**src/rtl/addsub_pipe.sv**
```systemverilog
// -----------------------------------------------------------------------------
// addsub_pipe
//
// Pipelined integer add/subtract unit. The SIZE-bit carry chain is cut into
// STAGES equal segments of W = SIZE/STAGES bits, and one segment is resolved
// per register stage. Operand bits not yet consumed travel down the pipe
// alongside the result bits already produced. Each stage also carries the
// segment carry and the op bit. Valid/ready handshakes are used on both sides.
// Empty stages refill even while the output is stalled.
//
// Ports:
//   clk           rising-edge clock
//   rst_n         asynchronous active-low reset
//   in_valid      a/b/op are valid this cycle
//   in_ready      unit accepts a transaction this cycle (combinational)
//   a, b          SIZE-bit operands
//   op            0 = a+b, 1 = a-b
//   out_valid     result valid
//   out_ready     consumer accepts the result
//   out           result modulo 2^SIZE
//   carry_borrow  add: unsigned carry-out; sub: 1 iff unsigned a < b
//   overflow      signed two's-complement overflow
//   zero          out == 0
// -----------------------------------------------------------------------------
module addsub_pipe #(
    parameter int SIZE   = 32,
    parameter int STAGES = 4
) (
    input  logic            clk,
    input  logic            rst_n,
    input  logic            in_valid,
    output logic            in_ready,
    input  logic [SIZE-1:0] a,
    input  logic [SIZE-1:0] b,
    input  logic            op,
    output logic            out_valid,
    input  logic            out_ready,
    output logic [SIZE-1:0] out,
    output logic            carry_borrow,
    output logic            overflow,
    output logic            zero
);

    localparam int W    = (STAGES >= 1) ? SIZE / STAGES : 1;
    localparam int LAST = STAGES - 1;

    if (STAGES < 1 || STAGES > SIZE || (SIZE % STAGES) != 0) begin : g_bad_params
        $error("addsub_pipe: STAGES must satisfy 1 <= STAGES <= SIZE and divide SIZE");
    end

    // Stage occupancy. v[LAST] is the output register's valid bit.
    logic [STAGES-1:0] v;
    logic [STAGES-1:0] adv;   // stage hands its contents downstream this cycle
    logic [STAGES-1:0] load;  // stage may capture new contents this cycle

    // Signals presented by the last segment adder to the output register.
    logic            fin_v;
    logic            fin_op;
    logic            fin_c;
    logic            fin_ovf;
    logic [SIZE-1:0] fin_sum;

    // A stage advances when it holds data and the next stage is empty or
    // advancing itself. The loop walks from the output back toward the input.
    always_comb begin
        // NOTE: give every bit a default first so no path leaves adv unassigned (a latch).
        adv       = '0;
        adv[LAST] = v[LAST] & out_ready;
        for (int k = LAST - 1; k >= 0; k--) begin
            adv[k] = v[k] & (~v[k+1] | adv[k+1]);
        end
    end

    assign load     = ~v | adv;
    assign in_ready = load[0];

    for (genvar k = 0; k < STAGES; k++) begin : g_stage
        // REM is the number of operand bits still unconsumed when data enters stage k.
        localparam int REM = SIZE - k * W;

        logic                 up_v;
        logic                 up_op;
        logic                 cin;
        logic [REM-1:0]       a_in;
        logic [REM-1:0]       b_in;
        logic [(k+1)*W-1:0]   sum_d;
        logic [W:0]           seg;

        if (k == 0) begin : g_src
            // Subtraction is a + ~b + 1. The +1 enters as the stage-0 carry-in.
            assign up_v  = in_valid;
            assign up_op = op;
            assign cin   = op;
            assign a_in  = a;
            assign b_in  = op ? ~b : b;
            assign sum_d = seg[W-1:0];
        end else begin : g_src
            assign up_v  = v[k-1];
            assign up_op = g_stage[k-1].g_hold.op_q;
            assign cin   = g_stage[k-1].g_hold.c_q;
            assign a_in  = g_stage[k-1].g_hold.a_q;
            assign b_in  = g_stage[k-1].g_hold.b_q;
            assign sum_d = {seg[W-1:0], g_stage[k-1].g_hold.s_q};
        end

        // The lowest unconsumed W bits are always this stage's segment.
        assign seg = {1'b0, a_in[W-1:0]} + {1'b0, b_in[W-1:0]} + {{W{1'b0}}, cin};

        if (k < LAST) begin : g_hold
            logic                 v_q;
            logic                 op_q;
            logic                 c_q;
            logic [REM-W-1:0]     a_q;
            logic [REM-W-1:0]     b_q;
            logic [(k+1)*W-1:0]   s_q;

            // NOTE: sequential state uses non-blocking assignments so every stage samples pre-edge values.
            always_ff @(posedge clk or negedge rst_n) begin
                if (!rst_n) begin
                    // NOTE: the data registers are cleared along with the valid bits, so nothing stale survives a reset.
                    v_q  <= 1'b0;
                    op_q <= 1'b0;
                    c_q  <= 1'b0;
                    a_q  <= '0;
                    b_q  <= '0;
                    s_q  <= '0;
                end else begin
                    if (load[k]) begin
                        v_q <= up_v;
                    end
                    if (load[k] && up_v) begin
                        op_q <= up_op;
                        c_q  <= seg[W];
                        a_q  <= a_in[REM-1:W];
                        b_q  <= b_in[REM-1:W];
                        s_q  <= sum_d;
                    end
                end
            end

            assign v[k] = v_q;
        end else begin : g_tail
            // The carry into the MSB equals a^b^sum at that bit. XOR-ing it
            // with the carry out of the MSB gives signed overflow.
            assign fin_v   = up_v;
            assign fin_op  = up_op;
            assign fin_c   = seg[W];
            assign fin_sum = sum_d;
            assign fin_ovf = a_in[W-1] ^ b_in[W-1] ^ seg[W-1] ^ seg[W];
        end
    end

    // Output register. This is the last pipeline stage. Flags are computed
    // from the full result before it is registered.
    logic            out_v_q;
    logic [SIZE-1:0] out_q;
    logic            cb_q;
    logic            ovf_q;
    logic            z_q;

    always_ff @(posedge clk or negedge rst_n) begin
        if (!rst_n) begin
            out_v_q <= 1'b0;
            out_q   <= '0;
            cb_q    <= 1'b0;
            ovf_q   <= 1'b0;
            z_q     <= 1'b0;
        end else begin
            if (load[LAST]) begin
                out_v_q <= fin_v;
            end
            if (load[LAST] && fin_v) begin
                out_q <= fin_sum;
                // For subtraction, a missing carry out means a borrow occurred.
                cb_q  <= fin_c ^ fin_op;
                ovf_q <= fin_ovf;
                z_q   <= (fin_sum == '0);
            end
        end
    end

    assign v[LAST]      = out_v_q;
    assign out_valid    = out_v_q;
    assign out          = out_q;
    assign carry_borrow = cb_q;
    assign overflow     = ovf_q;
    assign zero         = z_q;

endmodule

```
**config.mk**
```make
export PLATFORM = sky130hd
export DESIGN_NAME = addsub_pipe
export DESIGN_NICKNAME = d
export VERILOG_FILES = /design/src/rtl/addsub_pipe.sv
export SDC_FILE = /design/constraint.sdc
export NUM_CORES = 1
export LEC_CHECK = 0
export CAP_MARGIN = 20
export CORE_UTILIZATION = 60
export CTS_CLUSTER_DIAMETER = 150
export CTS_CLUSTER_SIZE = 28
export DETAILED_ROUTE_END_ITERATION = 6
export PLACE_DENSITY = 0.85
export SETUP_SLACK_MARGIN = 0.02
export SYNTH_ARGS = -nofsm -noshare
export SYNTH_HDL_FRONTEND = slang
export SYNTH_SLANG_ARGS = --single-unit
```
**constraint.sdc**
```tcl
create_clock -name clk -period 3.4 [get_ports clk]
set_input_delay 0.85 -clock clk [delete_from_list [all_inputs] [get_ports clk]]
set_output_delay 0.85 -clock clk [all_outputs]
set_load 0.1 [all_outputs]
```
# Word-level counts from Yosys, hierarchy flattened
# Index checks and enable logic that the tools add are counted.
[totals] reg_bits=189 inputBits=69 out_inout_bits=37 elab_cells=54
[classes] add_sub_neg=8 mux=1 n_bitwise=17 reduce_logical=5
[op_table] operator="8-bit by 8-bit adder with 9-bit output" n=4
[op_table] operator="9-bit by 1-bit adder with 9-bit output" n=4
[op_table] operator="32-bit zero test" n=1
[op_table] operator="32-bit two-way mux" n=1
[op_table] operator="32-bit NOT" n=1
[op_table] operator="1-bit bitwise AND" n=4
[op_table] operator="1-bit logical AND" n=4
[op_table] operator="4-bit NOT" n=1
[op_table] operator="4-bit OR" n=1
[op_table] operator="1-bit XOR" n=4
[op_table] operator="1-bit NOT" n=3
[op_table] operator="1-bit OR" n=3

# Logic depth before layout (Yosys ltp)
# Gate-level depths: netlist of run 1.
[depth] depth_word=9 mapped_depth=10 depth_no_buf=10

# Least setup slack after synthesis of run 1
# OpenSTA, ideal clock, no wires.
[synth_path] kind="reg-to-reg" from="register out_v_q, in the netlist out_valid" to="register g_stage[0].g_hold.a_q[0]" setup_time_ns=0.128 arrival_time_ns=3.377 path_slack_ns=-0.105 stages_incl_launch_ff=6 n_path_buf=1 cell_sequence="dfrtp_1 > nor2b_1 > nand4_1 > nand2_1 > buf_2 > mux2_1"
[synth_via] elab_chain_len=9 elab_cells_between_ends=10 cone_classes="bitwise (9); reduce/logical (1)"
[synth_rtl] item="start, declared" line_no="155" rtl="logic out_v_q;"
[synth_rtl] item="start signal, assigned" line_no="170" rtl="out_v_q <= fin_v;"
[synth_rtl] item="1-bit bitwise AND / 1-bit NOT (equally long branches)" line_no="68, 70"
[synth_rtl] item="1-bit OR (*)" line_no="70" rtl="adv[k] = v[k] & (~v[k+1] | adv[k+1]);"
[synth_rtl] item="1-bit bitwise AND (*)" line_no="70"
[synth_rtl] item="1-bit OR (*)" line_no="70"
[synth_rtl] item="1-bit bitwise AND (*)" line_no="70"
[synth_rtl] item="1-bit OR (*)" line_no="70"
[synth_rtl] item="1-bit bitwise AND (*)" line_no="70"
[synth_rtl] item="4-bit OR (*)" line_no="74" rtl="assign load = ~v | adv;"
[synth_rtl] item="named net in_ready" line_no="32" rtl="output logic in_ready,"
[synth_rtl] item="1-bit logical AND (*)" line_no="131" rtl="if (load[k] && up_v) begin"
[synth_rtl] item="end signal, assigned" line_no="134" rtl="a_q <= a_in[REM-1:W];"
[synth_rtl] item="end, declared" line_no="113" rtl="logic [REM-W-1:0] a_q;"
# Mark *: on every way through the listed nets, which the timed path passes. The rest lies on a longest branch.
# A chain may end at the register's enable or synchronous reset.

# Worst setup path after layout of run 1
[layout_path] from="input port b[0]" to="register g_stage[0].g_hold.c_q"
[layout_via] elab_chain_len=4
[layout_rtl] item="start, declared" line_no="34" rtl="input logic [SIZE-1:0] b,"
[layout_rtl] item="32-bit NOT" line_no="95" rtl="assign b_in = op ? ~b : b;"
[layout_rtl] item="32-bit two-way mux (*)" line_no="95"
[layout_rtl] item="8-bit by 8-bit adder with 9-bit output (*)" line_no="107" rtl="assign seg = {1'b0, a_in[W-1:0]} + {1'b0, b_in[W-1:0]} + {{W{1'b0}}, cin};"
[layout_rtl] item="9-bit by 1-bit adder with 9-bit output (*)" line_no="107"
[layout_rtl] item="end signal, assigned" line_no="133" rtl="c_q <= seg[W];"
[layout_rtl] item="end, declared" line_no="112" rtl="logic c_q;"
# Every way passes the cells marked *; elsewhere a longest branch is shown, timed or not.

==> impl_metrics.yaml, run 1 <==
run_status:
  outcome: "finished, final reports clean"
logic_synthesis:
  synth_cell_type_count: 44
  syn_area_mm2: 0.00849
  ys_seq_area_frac: 0.557
  synth_enable_flop_cells: 0
  synth-seq-cells: 189
  dominantRegCellSynth: "sky130_fd_sc_hd__dfrtp_1"
  syn_warnings: 0
  synthesis.area_per_instance_um2: 12.7
  post_synthesis_instance_total: 671
  synth_nets: 775
  ys_async_sr_fraction: 1.00
job:
  drv.max_cap_violation_count: 0
detailed_routing:
  post-route-drc-count: 0
  routed_via_density: 5.58
  route.antenna.remaining_nets: 0
  routed-via-count: 5422
  routedWlPerCell_um: 17.1
  routed_wirelength_um: 16600
  drtIter0Drc: 250
  firstDrtPassIters: 4
global_route:
  globalRouteOverflowTotal: 0
  grt_start_max_net_pins: 92
  antenna_violations_before_repair: 0
  via_count_of_the_first_global_routing_pass: 5712
  grtUsageTotal: 0.255
  grt_pass1_wl_um: 28400
sta:
  clock-skew-final_ps: 8.15
  final.period_utilization: 0.859
  report.final.slew_viol_count: 0
  worst_hold_slack_across_all_endpoints_ps: 467
  fin_tns_setup_ps: 0
  setup-violations-final: 0
  final_critical_path_setup_slack_ps: 480
  rsz_0062_raised_after_global_routing: "false"
  timing.final.crit_period_ps: 2920
  finalHoldViolations: 0
  timing_worst_slew_pin_value_ps: 799
  maxSlewHeadroom: 0.467
  fmaxAchievable_ghz: 0.343
critical_path:
  cp-end-kind: "flip-flop"
  worst_path_largest_cell_delay_ps: 510
  cp_data_required_time_ps: 3720
  crit_path_cell_trace: "clkdlybuf4s50_1 > mux2_4 > fa_1 > a21o_1 > a21oi_1 > o21ai_1 > a21o_1 > a211oi_1 > a21oi_1"
  cp.buffers_inverters: 1
  crit_path_top_delay_cell: "sky130_fd_sc_hd__clkdlybuf4s50_1"
  worstPathArrival_ps: 3240
  worst-setup-path-type: "in2reg"
  worst_setup_path_start_kind: "input port"
  critical_path.max_fanout: 3
  path_delay_family: "compound AO/OA/AOI/OAI gates"
clocking:
  cts_tree: "built"
  clock_path_buffers: 2
  post_cts_hold_buffer_count: 0
  tritoncts.num_buffers: 17
  cts_sinks: 189
  post_cts.resized_instances: 0
  clk_pin_slew_ps: 70
  ctsRootBufferMaster: "sky130_fd_sc_hd__clkbuf_16"
  worst_skew_pair.late_latency_ps: 430
  post_cts_setup_repair_buffer_count: 0
  cts-htree-levels: 4
power:
  power_leakage_nw: 4.61
  power_switching_mw: 4.08
  switching_share: 0.421
  pwr_density_cell_mw_per_mm2: 940
  clkPwrFrac: 0.211
  ir_worst_vdd_uv: 702
  combinationalPowerShare: 0.425
  cell_internal_pwr_mw: 5.62
  seq_power_share: 0.364
  finalPower_mw: 9.70
cells_and_area:
  multiInputGateArea_mm2: 0.00357
  finish.net_count: 882
  num_antenna_cells: 0
  synthToLayoutAreaGrowth_pct: 21.6
  seq_cell_area_mm2: 0.00473
  post-route-util: 0.746
  drive_above_1_share: 0.115
  final-instance-count-excl-fill: 971
  layout.filler_cells: 871
  final_area_mm2: 0.0103
place:
  detailedPlacementHpwl_um: 11700
  io_buffer_count: 105
  gp_routability_congestion: 0.801
  postPlaceCellArea_mm2: 0.00971
  dp_worst_setup_slack_ps: 62.9
  dp_cells: 939
die:
  initial_core_util: 0.614
  row_count: 43
  die_area_mm2: 0.0146
  dieHeight_um: 121
  core_area_mm2: 0.0138
  num_io_pins: 106
  die_x_um: 121
worst_hold_path:
  hp-class: "in2async"
==> area by class of cell <==
class | count | share of cell area
clock buffers | 21 | 0.0456
repair buffers | 117 | 0.108
multi-input cells | 436 | 0.346
well taps | 180 | 0.0218
inverters | 17 | 0.00618
clock inverters | 11 | 0.0136
flip-flops and latches | 189 | 0.458
==> logic make-up (layout without fill, tap and decap cells) <==
family / Yosys count / in the layout / share of synthesized area
AO/OA/AOI/OAI: 102 / 102 / 0.0706
XOR/XNOR: 53 / 53 / 0.0547
adder cells (fa/ha/maj): 35 / 35 / 0.0578
buffers and inverters: 46 / 166 / 0.0234
AND/OR/NAND/NOR: 115 / 115 / 0.0622
flip-flops: 189 / 189 / 0.557
multiplexers: 131 / 131 / 0.174
==> per-layer routing <==
| layer | vias to the layer above | GRT usage | share of wire | wire length, um |
|---|---|---|---|---|
| met5 | - | 0 | 0 | 0 |
| met1 | 2740 | 0.326 | 0.44 | 7250 |
| met4 | 0 | 0.104 | 0.023 | 375 |
| met3 | 31 | 0.0470 | 0.029 | 475 |
| li1 | 2549 | - | - | - |
| met2 | 102 | 0.428 | 0.51 | 8470 |
==> power groups by stage <==
| stage | clock network (mW) | registers, mW | logic, mW |
|---|---|---|---|
| after floorplan | 0 | 4.84 | 1.73 |
| after global placement | 0 | 3.52 | 3.98 |
| after detailed placement | 0 | 3.57 | 4.11 |
| after CTS | 2.06 | 3.55 | 4.16 |
| after global routing | 2.16 | 3.64 | 4.42 |
| final | 2.04 | 3.53 | 4.13 |
==> flip-flops by register name, indices dropped and copies added, names as in the netlist, 2 cells and up <==
| name | cells |
|---|---|
| g_stage.g_hold.a_q | 48 |
| g_stage.g_hold.b_q | 48 |
| g_stage.g_hold.c_q | 3 |
| g_stage.g_hold.op_q | 2 |
| g_stage.g_hold.s_q | 48 |
| g_stage.g_hold.v_q | 2 |
| out | 32 |
==> cells in the final DEF, fill, tap and decap left out, types with 3 or more instances in the layout <==
cell type,netlist,routed
sky130_fd_sc_hd__a21o_1,7,7
sky130_fd_sc_hd__a21oi_1,16,16
sky130_fd_sc_hd__buf_12,0,6
sky130_fd_sc_hd__buf_4,0,43
sky130_fd_sc_hd__bufinv_16,0,3
sky130_fd_sc_hd__clkbuf_16,0,17
sky130_fd_sc_hd__clkbuf_8,0,3
sky130_fd_sc_hd__clkdlybuf4s50_1,0,66
sky130_fd_sc_hd__clkinv_2,0,4
sky130_fd_sc_hd__clkinvlp_4,0,4
sky130_fd_sc_hd__dfrtp_1,189,188
sky130_fd_sc_hd__fa_1,7,7
sky130_fd_sc_hd__ha_1,28,28
sky130_fd_sc_hd__inv_1,17,17
sky130_fd_sc_hd__mux2_1,129,129
sky130_fd_sc_hd__nand2_1,60,57
sky130_fd_sc_hd__nand2_2,0,3
sky130_fd_sc_hd__nand2b_1,5,4
sky130_fd_sc_hd__nand3_1,4,4
sky130_fd_sc_hd__nor2_1,13,13
sky130_fd_sc_hd__nor2b_1,5,5
sky130_fd_sc_hd__nor3_1,10,10
sky130_fd_sc_hd__nor4_1,5,5
sky130_fd_sc_hd__o21a_1,6,6
sky130_fd_sc_hd__o21ai_1,53,53
sky130_fd_sc_hd__o21bai_1,3,3
sky130_fd_sc_hd__o31ai_1,5,5
sky130_fd_sc_hd__xnor2_1,38,38
sky130_fd_sc_hd__xor2_1,15,15
==> synthesized netlist by cell type, drive strengths merged (2+ instances only) <==
library cell | number | area, um2
xor2 | 15 | 131
and2 | 2 | 12.5
fa | 7 | 140
clkbuf | 12 | 45.0
a211oi | 2 | 15.0
and3 | 2 | 12.5
nor4 | 5 | 31.3
nor2b | 5 | 31.3
nand3 | 4 | 20.0
dfrtp | 189 | 4730
o21ai | 55 | 275
inv | 17 | 63.8
buf | 17 | 90.1
a21o | 7 | 52.6
nand4b | 2 | 17.5
o21bai | 3 | 22.5
ha | 28 | 350
nand4 | 2 | 12.5
nand2b | 5 | 31.3
or3 | 2 | 12.5
mux2 | 131 | 1480
xnor2 | 38 | 333
nor2 | 13 | 48.8
a21oi | 17 | 88.8
nor3 | 10 | 50.1
o21a | 6 | 45.0
o31ai | 5 | 37.5
nand2 | 60 | 225
==> final timing paths <==
kind / from / end / slack, ps / depth (start not counted)
worst max-delay path: b[0] / g_stage[0].g_hold.c_q / 480 / 9
worst min-delay path: rst_n / g_stage[0].g_hold.a_q[20] / 470 / 1
worst max register to register: g_stage[2].g_hold.c_q / zero / 670 / 9
worst min register to register: g_stage[1].g_hold.s_q[12] / g_stage[1].g_hold.s_q[12] / 480 / 2
max in group asynchronous: rst_n / g_stage[2].g_hold.s_q[10] / 2060 / 2
min in group clk: g_stage[1].g_hold.s_q[12] / g_stage[1].g_hold.s_q[12] / 480 / 2
No activity file was read; power rests on OpenSTA's default activity.
==> run 2: changes to the inputs <==
GPL_ROUTABILITY_DRIVEN = 0   (was default)
==> results of run 2 <==
Same layout as run 1: the final DEF is identical, and so are final timing and power.
